===== src/rtl/count_sequencer_if.sv =====
// Host-side control interface of count_sequencer.
// Carries the start/busy/done handshake, the run configuration, pause/abort
// and the completed-epoch count.
//   master : host / supervisor (drives start, cfg_*, pause, abort)
//   slave  : count_sequencer   (drives busy, done, epoch_cnt)
interface count_sequencer_if #(
  parameter int EPOCH_W = 8,
  parameter int DIV_W   = 4
);
  logic               start;
  logic [EPOCH_W-1:0] cfg_epochs;
  logic [DIV_W-1:0]   cfg_div;
  logic               pause;
  logic               abort;
  logic               busy;
  logic               done;
  logic [EPOCH_W-1:0] epoch_cnt;

  modport master (
    output start, cfg_epochs, cfg_div, pause, abort,
    input  busy, done, epoch_cnt
  );

  modport slave (
    input  start, cfg_epochs, cfg_div, pause, abort,
    output busy, done, epoch_cnt
  );
endinterface


===== src/rtl/count_sequencer.sv =====
// Sequencer for a 4-bit enable/carry ripple counter that has no reset.
// Aligns the counter to zero (SYNC), then runs a programmed number of full
// 16-count epochs, issuing one count enable every cfg_div+1 unpaused cycles.
// Ports:
//   clk       : clock, rising edge
//   rst_n     : asynchronous active-low reset
//   host      : control interface (start/cfg/pause/abort in, busy/done/epoch_cnt out)
//   cnt_en    : counter enable (carry-chain input)
//   cnt_carry : counter carry-out, combinational from cnt_en
//
// state | meaning
// ------+--------------------------------------------------------------
// IDLE  | waiting for start; counter held (cnt_en = 0)
// SYNC  | counting until the counter wraps, aligning it to zero
// RUN   | prescaled counting; one epoch per counter wrap
// DONE  | single-cycle completion pulse, then back to IDLE
module count_sequencer #(
  parameter int EPOCH_W = 8,
  parameter int DIV_W   = 4
) (
  input  logic                clk,
  input  logic                rst_n,
  count_sequencer_if.slave    host,
  output logic                cnt_en,
  input  logic                cnt_carry
);

  typedef enum logic [1:0] {
    S_IDLE = 2'd0,
    S_SYNC = 2'd1,
    S_RUN  = 2'd2,
    S_DONE = 2'd3
  } state_t;

  localparam logic [EPOCH_W-1:0] EPOCH_ONE = EPOCH_W'(1);
  localparam logic [DIV_W-1:0]   DIV_ONE   = DIV_W'(1);

  state_t             state_q, state_d;
  logic [EPOCH_W-1:0] epochs_l;
  logic [DIV_W-1:0]   div_l;
  logic [DIV_W-1:0]   div_q;
  logic [EPOCH_W-1:0] epoch_q;
  logic [EPOCH_W-1:0] epoch_inc;
  logic               accept;
  logic               wrap;
  logic               busy_o;
  logic               done_o;

  assign accept    = (state_q == S_IDLE) && host.start && !host.abort;
  // cnt_en is already forced low in IDLE/DONE and on abort, so a carry seen
  // outside a real enable cycle never counts.
  assign wrap      = cnt_en && cnt_carry;
  assign epoch_inc = epoch_q + EPOCH_ONE;

  // State register
  always_ff @(posedge clk or negedge rst_n) begin
    if (!rst_n) state_q <= S_IDLE;
    else        state_q <= state_d;
  end

  // Next-state logic
  always_comb begin
    state_d = state_q;
    case (state_q)
      S_IDLE: if (accept) state_d = S_SYNC;
      S_SYNC: begin
        if (host.abort)  state_d = S_IDLE;
        else if (wrap)   state_d = (epochs_l == '0) ? S_DONE : S_RUN;
      end
      S_RUN: begin
        if (host.abort)                          state_d = S_IDLE;
        else if (wrap && (epoch_inc == epochs_l)) state_d = S_DONE;
      end
      S_DONE:  state_d = S_IDLE;
      default: state_d = S_IDLE;
    endcase
  end

  // Output logic
  always_comb begin
    cnt_en = 1'b0;
    busy_o = 1'b0;
    done_o = 1'b0;
    case (state_q)
      S_SYNC: begin
        busy_o = 1'b1;
        cnt_en = !host.pause && !host.abort;
      end
      S_RUN: begin
        busy_o = 1'b1;
        cnt_en = !host.pause && !host.abort && (div_q == div_l);
      end
      S_DONE: begin
        busy_o = 1'b1;
        done_o = !host.abort;
      end
      default: ;
    endcase
  end

  // Latched configuration, prescaler and epoch counter
  always_ff @(posedge clk or negedge rst_n) begin
    if (!rst_n) begin
      epochs_l <= '0;
      div_l    <= '0;
      div_q    <= '0;
      epoch_q  <= '0;
    end else if (accept) begin
      epochs_l <= host.cfg_epochs;
      div_l    <= host.cfg_div;
      div_q    <= '0;
      epoch_q  <= '0;
    end else if (state_q == S_RUN && !host.abort) begin
      if (cnt_en)           div_q <= '0;
      else if (!host.pause) div_q <= div_q + DIV_ONE;
      if (wrap)             epoch_q <= epoch_inc;
    end
  end

  assign host.busy      = busy_o;
  assign host.done      = done_o;
  assign host.epoch_cnt = epoch_q;

endmodule


===== src/flat_wrapper.sv =====
// flat-port wrapper written by rule: the top's interface ports become plain ports
module count_sequencer_flat 
#(
  parameter int EPOCH_W = 8,
  parameter int DIV_W   = 4
)
  (clk, rst_n, cnt_en, cnt_carry, host_start, host_cfg_epochs, host_cfg_div, host_pause, host_abort, host_busy, host_done, host_epoch_cnt);
  count_sequencer_if #(.EPOCH_W(EPOCH_W), .DIV_W(DIV_W)) host_i ();
  input  logic clk;
  input  logic rst_n;
  output logic cnt_en;
  input  logic cnt_carry;
  input wire logic [$bits(host_i.start)-1:0] host_start;
  input wire logic [$bits(host_i.cfg_epochs)-1:0] host_cfg_epochs;
  input wire logic [$bits(host_i.cfg_div)-1:0] host_cfg_div;
  input wire logic [$bits(host_i.pause)-1:0] host_pause;
  input wire logic [$bits(host_i.abort)-1:0] host_abort;
  output wire logic [$bits(host_i.busy)-1:0] host_busy;
  output wire logic [$bits(host_i.done)-1:0] host_done;
  output wire logic [$bits(host_i.epoch_cnt)-1:0] host_epoch_cnt;
  assign host_i.start = host_start;
  assign host_i.cfg_epochs = host_cfg_epochs;
  assign host_i.cfg_div = host_cfg_div;
  assign host_i.pause = host_pause;
  assign host_i.abort = host_abort;
  assign host_busy = host_i.busy;
  assign host_done = host_i.done;
  assign host_epoch_cnt = host_i.epoch_cnt;
  count_sequencer #(.EPOCH_W(EPOCH_W), .DIV_W(DIV_W)) u_core (.clk(clk), .rst_n(rst_n), .host(host_i), .cnt_en(cnt_en), .cnt_carry(cnt_carry));
endmodule

===== config.mk =====
export PLATFORM = sky130hd
export DESIGN_NAME = count_sequencer_flat
export DESIGN_NICKNAME = d
export VERILOG_FILES = /design/src/rtl/count_sequencer_if.sv /design/src/rtl/count_sequencer.sv /design/src/flat_wrapper.sv
export SDC_FILE = /design/constraint.sdc
export NUM_CORES = 1
export LEC_CHECK = 0
export BUFFER_PORTS_ARGS = -buffer_cell sky130_fd_sc_hd__buf_2
export CORE_MARGIN = 5
export CORE_UTILIZATION = 35
export CTS_CLUSTER_DIAMETER = 60
export DETAILED_ROUTE_END_ITERATION = 10
export SLEW_MARGIN = 20
export SYNTH_ARGS = -nofsm -noshare
export SYNTH_HDL_FRONTEND = slang
export SYNTH_SLANG_ARGS = --single-unit
export TNS_END_PERCENT = 20

===== constraint.sdc =====
create_clock -name clk -period 2.05 [get_ports clk]
set_input_delay 0.1025 -clock clk [delete_from_list [all_inputs] [get_ports clk]]
set_output_delay 0.1025 -clock clk [all_outputs]
set_load 0.005 [all_outputs]

==> results.md, run 1 <==
- Tot GR Track Use: 13.4%
- YS warnings: 0
- Core area: 0.00441 mm^2
- Filler cell count: 454
- Dpl cells: 276
- Synthesized flop and latch total: 26
- Top_reg_cell synth: dfrtp_1
- DRC errors left: 0
- Run status: finished clean
- Fin crit share: 94.9%
- Starting Density: 36.6%
- CTS buffer count: 3
- GR Overflow Total: 0
- CP Data Required Time: 2.25 ns
- Nets@finish: 258
- Worst-Margin Slew: 0.583 ns
- Power per cell area: 998 mW/mm^2
- Post-synthesis average cell area: 8.70 um^2
- Root Buffer: clkbuf_8
- Setup crit start kind: register
- Vias: 1453
- Worst-path maximum fanout: 8
- Synth top area cells: dfrtp_1 40%, nand2_1 10%, ha_1 5.4%
- Hold Fails Final Rpt: 0
- Final setup violation count: 0
- DR iter-0 viols: 95
- Most frequent cell after synthesis: nand2_1
- Hold WS: 0.00689 ns
- CP endpoint kind: register
- Area Growth Syn to Fin: 25.1%
- Number of synthesized flops with an enable pin: 0
- Share of layout cells above drive strength 1: 26.8%
- Clock tree sinks: 26
- HPWL Detailed: 2.97 mm
- Largest net degree at the start of global routing: 27
- H-tree depth: 1
- Num rows: 24
- Mapped cell area: 0.00162 mm^2
- Die ar.: 0.00608 mm^2
- Asr flop ratio synth: 100%
- Worst clock skew: 0.00411 ns
- Final cell count without fillers: 283
- Final worst path period need: 1.95 ns
- Port Buffers: 28
- Unique masters post-synth: 43
- Sequential area share after synthesis: 40.2%
- Avg WL per Cell: 14.0 um
- Max-slew violations: 0
- DR vias/cell: 5.13
- Clock transition at path regs: 0.10 ns
- Initial antenna violation count: 0
- Mapped Nets: 211
- RD Place Congestion: 0.833
- WL final: 3.95 mm
- Fmax: 514 MHz
- Setup WS pre-CTS: 0.0478 ns
- Worst-skew pair later-pin latency: 0.27 ns
- First-pass GRT wire length: 6.84 mm
- PnR worst setup slack: 0.105 ns
- Peak supply drop: 0.498 mV
- Max Cap Viol: 0
- Cells after Synth: 186
- Die Ht: 78.0 um
- Post-synth top area cell: dfrtp_1
- Post-route ant nets: 0
- Number of global-route vias before repair: 1458
- CTS tree: built
- Leakage: 0.969 nW
- Worst min path class: in2reg
- Most common library cells after synthesis: 45 x nand2_1, 26 x dfrtp_1, 11 x a21oi_1, 8 x nor2_1
- Max_slew headroom: 61.2%
- DRT Pass-1 Iters: 4
- CP arrival: 2.15 ns
- Clk buf depth: 2
- I/O Pins: 29
- Diodes inserted: 0
- WS Path Type: reg2reg
- Post-synth top area share: 40.2%
- Die width: 78.0 um
-- flip-flops by register name, indices dropped and copies added (netlist names) --
name and count:
u_core.div_l 4, u_core.epochs_l 8, u_core.state_q 2, u_core.host.epoch_cnt 8
u_core.div_q 4
-- cell usage in the layout, fill, tap and decap left out, types with 2 or more instances in the layout --
cell	instances
nor2_1	8
nand3_1	6
a31oi_1	2
nand4_1	6
buf_2	28
nor4_1	3
or4_1	3
xnor2_1	6
nand2_1	45
o21ai_1	2
o21a_1	3
o21ai_0	2
buf_4	18
clkbuf_8	3
xor2_1	5
ha_1	6
or3_1	4
o31ai_1	3
a21oi_1	11
inv_2	2
nor2b_1	3
nand2b_1	5
dfrtp_1	25
inv_1	7
-- worst max-delay path, cell delays in order, from the launching register on --
cell and delay (ns):
dfrtp_1 0.42, inv_1 0.13, ha_1 0.24, nor3b_4 0.16, buf_4 0.16, nand2_2 0.08, inv_2 0.04, or4_1 0.49
a21oi_1 0.15
-- final timing paths --
| kind | from | end | slack, ns | cells after the start |
|---|---|---|---|---|
| max | u_core.state_q[1] | u_core.div_q[3] | 0.10 | 8 |
| min | host_cfg_epochs[3] | u_core.epochs_l[3] | 0.007 | 3 |
| max reg2reg | u_core.state_q[1] | u_core.div_q[3] | 0.10 | 8 |
| min reg2reg | u_core.div_l[1] | u_core.div_l[1] | 0.51 | 2 |
| min in group asynchronous | rst_n | u_core.epochs_l[6] | 0.36 | 2 |
| max in group asynchronous | rst_n | u_core.host.epoch_cnt[0] | 1.28 | 2 |
-- routing by layer --
layer	GRT usage (%)	wire length [um]	vias to the layer above
met5	0	0	-
met4	3.55	34	0
met3	1.16	135	2
met2	21.5	1830	34
met1	19.5	1950	674
li1	-	-	743
-- area by class of cell --
type                            count  area, um^2  share of cell area, %
Timing Repair Buffer               47         285                   14.1
Clock buffer                        3        41.3                   2.04
Inverter                            9        33.8                   1.67
Sequential cell                    26         652                   32.2
Tap cell                           52        65.1                   3.22
Multi-Input combinational cell    146         946                   46.8
-- metrics by stage --
| step | area (um^2) | util (%) | TNS, ns | power [W] |
|---|---|---|---|---|
| 3_5_place_dp | 1910 | 43.2 | 0 | 0.00166 |
| 4_1_cts | 1960 | 44.4 | 0 | 0.00196 |
| 6_report | 2020 | 45.8 | 0 | 0.00202 |
| 5_1_grt | 2020 | 45.8 | -0.0134 | 0.00220 |
| 3_3_place_gp | 1910 | 43.2 | 0 | 0.00165 |
| 2_1_floorplan | 1620 | - | 0 | 0.00139 |
-- where the power goes --
part           switching, W  leakage, nW  internal, W
Sequential         0.000157        0.340     0.000665
Clock              0.000171       0.0216     0.000132
Combinational      0.000468        0.608     0.000427
Total              0.000796        0.969      0.00122
-- kinds of logic (layout without fill, tap and decap cells) --
family | count (synthesis) | count (layout) | share of synthesized area (%)
adder cells (fa/ha/maj) | 7 | 7 | 5.41
flip-flops | 26 | 26 | 40.2
XOR/XNOR | 12 | 12 | 7.35
buffers and inverters | 14 | 59 | 3.79
multiplexers | 1 | 1 | 0.619
AND/OR/NAND/NOR | 95 | 95 | 30.0
AO/OA/AOI/OAI | 31 | 31 | 12.6
-- what timing repair did --
action,CTS,global route
setup buffers,0,3
endpoints found under the hold margin,26,0
setup endpoints to repair,0,5
resized for setup,0,9
hold buffers,1,0
No activity file was read; power rests on OpenSTA's default activity.
==> inputs of run 2 (changes only) <==
REMOVE_ABC_BUFFERS = 1   (was unset)
==> results.md, run 2 (synthesis gave the netlist of run 1 again) <==
- Run status: finished clean (unchanged)
- Die width: 78.0 um (unchanged)
- Power per cell area: 977 mW/mm^2 (was 998 mW/mm^2)
- Max_slew headroom: 61.1% (was 61.2%)
- Fin crit share: 95.1% (was 94.9%)
- Slowest CP cell: or4_1 (unchanged)
- Max-slew violations: 0 (unchanged)
- Hold path start: host_cfg_epochs[7] (was host_cfg_epochs[3])
- Seq. cell area: 653 um^2 (was 652 um^2)
- Worst-Margin Slew: 0.584 ns (was 0.583 ns)
- Crit path buffers/inverters: 3 (unchanged)
- Clock tree sinks: 26 (unchanged)
- Worst Setup SP: u_core.state_q[0] (was u_core.state_q[1])
- DRT Pass-1 Iters: 4 (unchanged)
- Post-route ant nets: 0 (unchanged)
- Int Pwr: 0.00120 W (was 0.00122 W)
- GR Overflow Total: 0 (unchanged)
- Hold Fails Final Rpt: 0 (unchanged)
- Vias: 1445 (was 1453)
- Max Cap Viol: 0 (unchanged)
- DRC errors left: 0 (unchanged)
- Commonest non-fill, non-tap cells in the layout: 45 x nand2_1, 28 x buf_2, 24 x dfrtp_1, 16 x buf_4, 11 x a21oi_1 (was 45 x nand2_1, 28 x buf_2, 25 x dfrtp_1, 18 x buf_4, 11 x a21oi_1)
- Port Buffers: 28 (unchanged)
- CTS tree: built (unchanged)
- WS Path Type: reg2reg (unchanged)
- Diodes inserted: 0 (unchanged)
- Setup crit start kind: register (unchanged)
- Die ar.: 0.00608 mm^2 (unchanged)
- I/O Pins: 29 (unchanged)
- Final worst path period need: 1.95 ns (about the same)
- Worst clock skew: 0.00462 ns (was 0.00411 ns)
- Critical R2R Launch: u_core.state_q[0] (was u_core.state_q[1])
- CP Data Required Time: 2.25 ns (about the same)
- Fmax: 513 MHz (was 514 MHz)
- Hold WS: 0.0144 ns (was 0.00689 ns)
- Peak supply drop: 0.564 mV (was 0.498 mV)
- Core area: 0.00441 mm^2 (unchanged)
- HPWL Detailed: 2.85 mm (was 2.97 mm)
- Clock transition at path regs: 0.09 ns (was 0.10 ns)
- Most common cell after layout, fill and taps aside: nand2_1 (unchanged)
- Clock power share: 14.8% (was 15.0%)
- Avg WL per Cell: 13.6 um (was 14.0 um)
- Final setup violation count: 0 (unchanged)
- Root Buffer: clkbuf_8 (unchanged)
- Worst-path cell chain: inv_1, ha_1, nor3b_4, buf_4, nand2_2, inv_2, or4_1, a21oi_1 (unchanged)
- CTS buffer count: 3 (unchanged)
- Top cell family by delay on the critical path: simple AND/OR/NAND/NOR gates (unchanged)
- DR vias/cell: 5.14 (was 5.13)
- Sw Ratio: 38.7% (was 39.4%)
- WL final: 3.82 mm (was 3.95 mm)
- Slowest stage delay, CP: 0.49 ns (about the same)
- CP endpoint kind: register (unchanged)
- Worst-path maximum fanout: 9 (was 8)
- Combinational power share: 42.7% (was 44.3%)
- Psw: 0.000754 W (was 0.000796 W)
- Die Ht: 78.0 um (unchanged)
- Sequential Power Share: 42.5% (was 40.7%)
- Starting Density: 36.6% (unchanged)
- H-tree depth: 1 (unchanged)
- CP arrival: 2.15 ns (about the same)
- RD Place Congestion: 0.852 (was 0.833)
- Worst-skew pair later-pin latency: 0.27 ns (about the same)
- Multi-input combinational cell area: 932 um^2 (was 946 um^2)
- Clk buf depth: 2 (unchanged)
- Leakage: 0.952 nW (was 0.969 nW)
- Filler cell count: 441 (was 454)
- Total power: 0.00195 W (was 0.00202 W)
- Num rows: 24 (unchanged)
- DR iter-0 viols: 30 (was 95)
- Tot GR Track Use: 13.0% (was 13.4%)
- Largest net degree at the start of global routing: 27 (unchanged)
- First-pass GRT wire length: 6.57 mm (was 6.84 mm)
- Number of global-route vias before repair: 1409 (was 1458)
- Worst min path class: in2reg (unchanged)
- Initial antenna violation count: 0 (unchanged)
- Nets@finish: 256 (was 258)
- Share of layout cells above drive strength 1: 26.6% (was 26.8%)
- Area Growth Syn to Fin: 23.4% (was 25.1%)
[run 2: per-layer routing]
layer	share of wire, %	GRT usage (%)	vias up
li1	-	-	734
met1	47	18.0	684
met2	48	21.6	25
met3	3.9	1.50	2
met4	0.94	3.04	0
met5	0	0	-
[run 2: worst paths after layout]
check,to,slack [ns],cells past startpoint
min in group asynchronous,u_core.epochs_l[1],0.36,2
setup / recovery,u_core.div_q[3],0.10,8
max in group asynchronous,u_core.host.epoch_cnt[0],1.28,2
hold / removal,u_core.epochs_l[7],0.01,3
setup reg to reg,u_core.div_q[3],0.10,8
hold reg to reg,u_core.div_l[0],0.51,2
[run 2: tightest hold or removal path: stages]
cell	delay (ns)
buf_2	0.07
nand2_1	0.04
nand2_1	0.04
[run 2: metrics by stage]
stage / util [%] / setup WS (ns) / cells / TNS (ns) / area (um^2)
floorplan: - / 0.00407 / 181 / 0 / 1590
global placement: 42.5 / 0.0398 / 272 / 0 / 1880
detailed placement: 42.5 / 0.0217 / 272 / 0 / 1880
CTS: 43.8 / 0.0132 / 276 / 0 / 1930
global route: 45.2 / -0.00985 / 281 / -0.00985 / 2000
finish: 45.2 / 0.101 / 281 / 0 / 2000
[run 2: repair_timing]
item,in CTS,in global routing
resized for setup,1,8
pin swaps,0,1
buffers inserted,0,5
setup endpoints to repair,1,5
cloned,0,0
hold buffers,1,0
hold endpoints to repair,26,0
[run 2: final cells by class]
class | count | area share [%]
well taps | 52 | 3.26
clock buffers | 3 | 2.07
inverters | 9 | 1.69
multi-input cells | 146 | 46.7
flip-flops and latches | 26 | 32.7
repair buffers | 45 | 13.5
[run 2: power by group through the flow]
stage / registers, W / clock network (W) / logic, W
after global placement: 0.000835 / 0 / 0.000789
after global routing: 0.000852 / 0.000322 / 0.000944
after floorplan: 0.000790 / 0 / 0.000564
after CTS: 0.000828 / 0.000300 / 0.000802
after detailed placement: 0.000839 / 0 / 0.000793
final: 0.000829 / 0.000289 / 0.000831
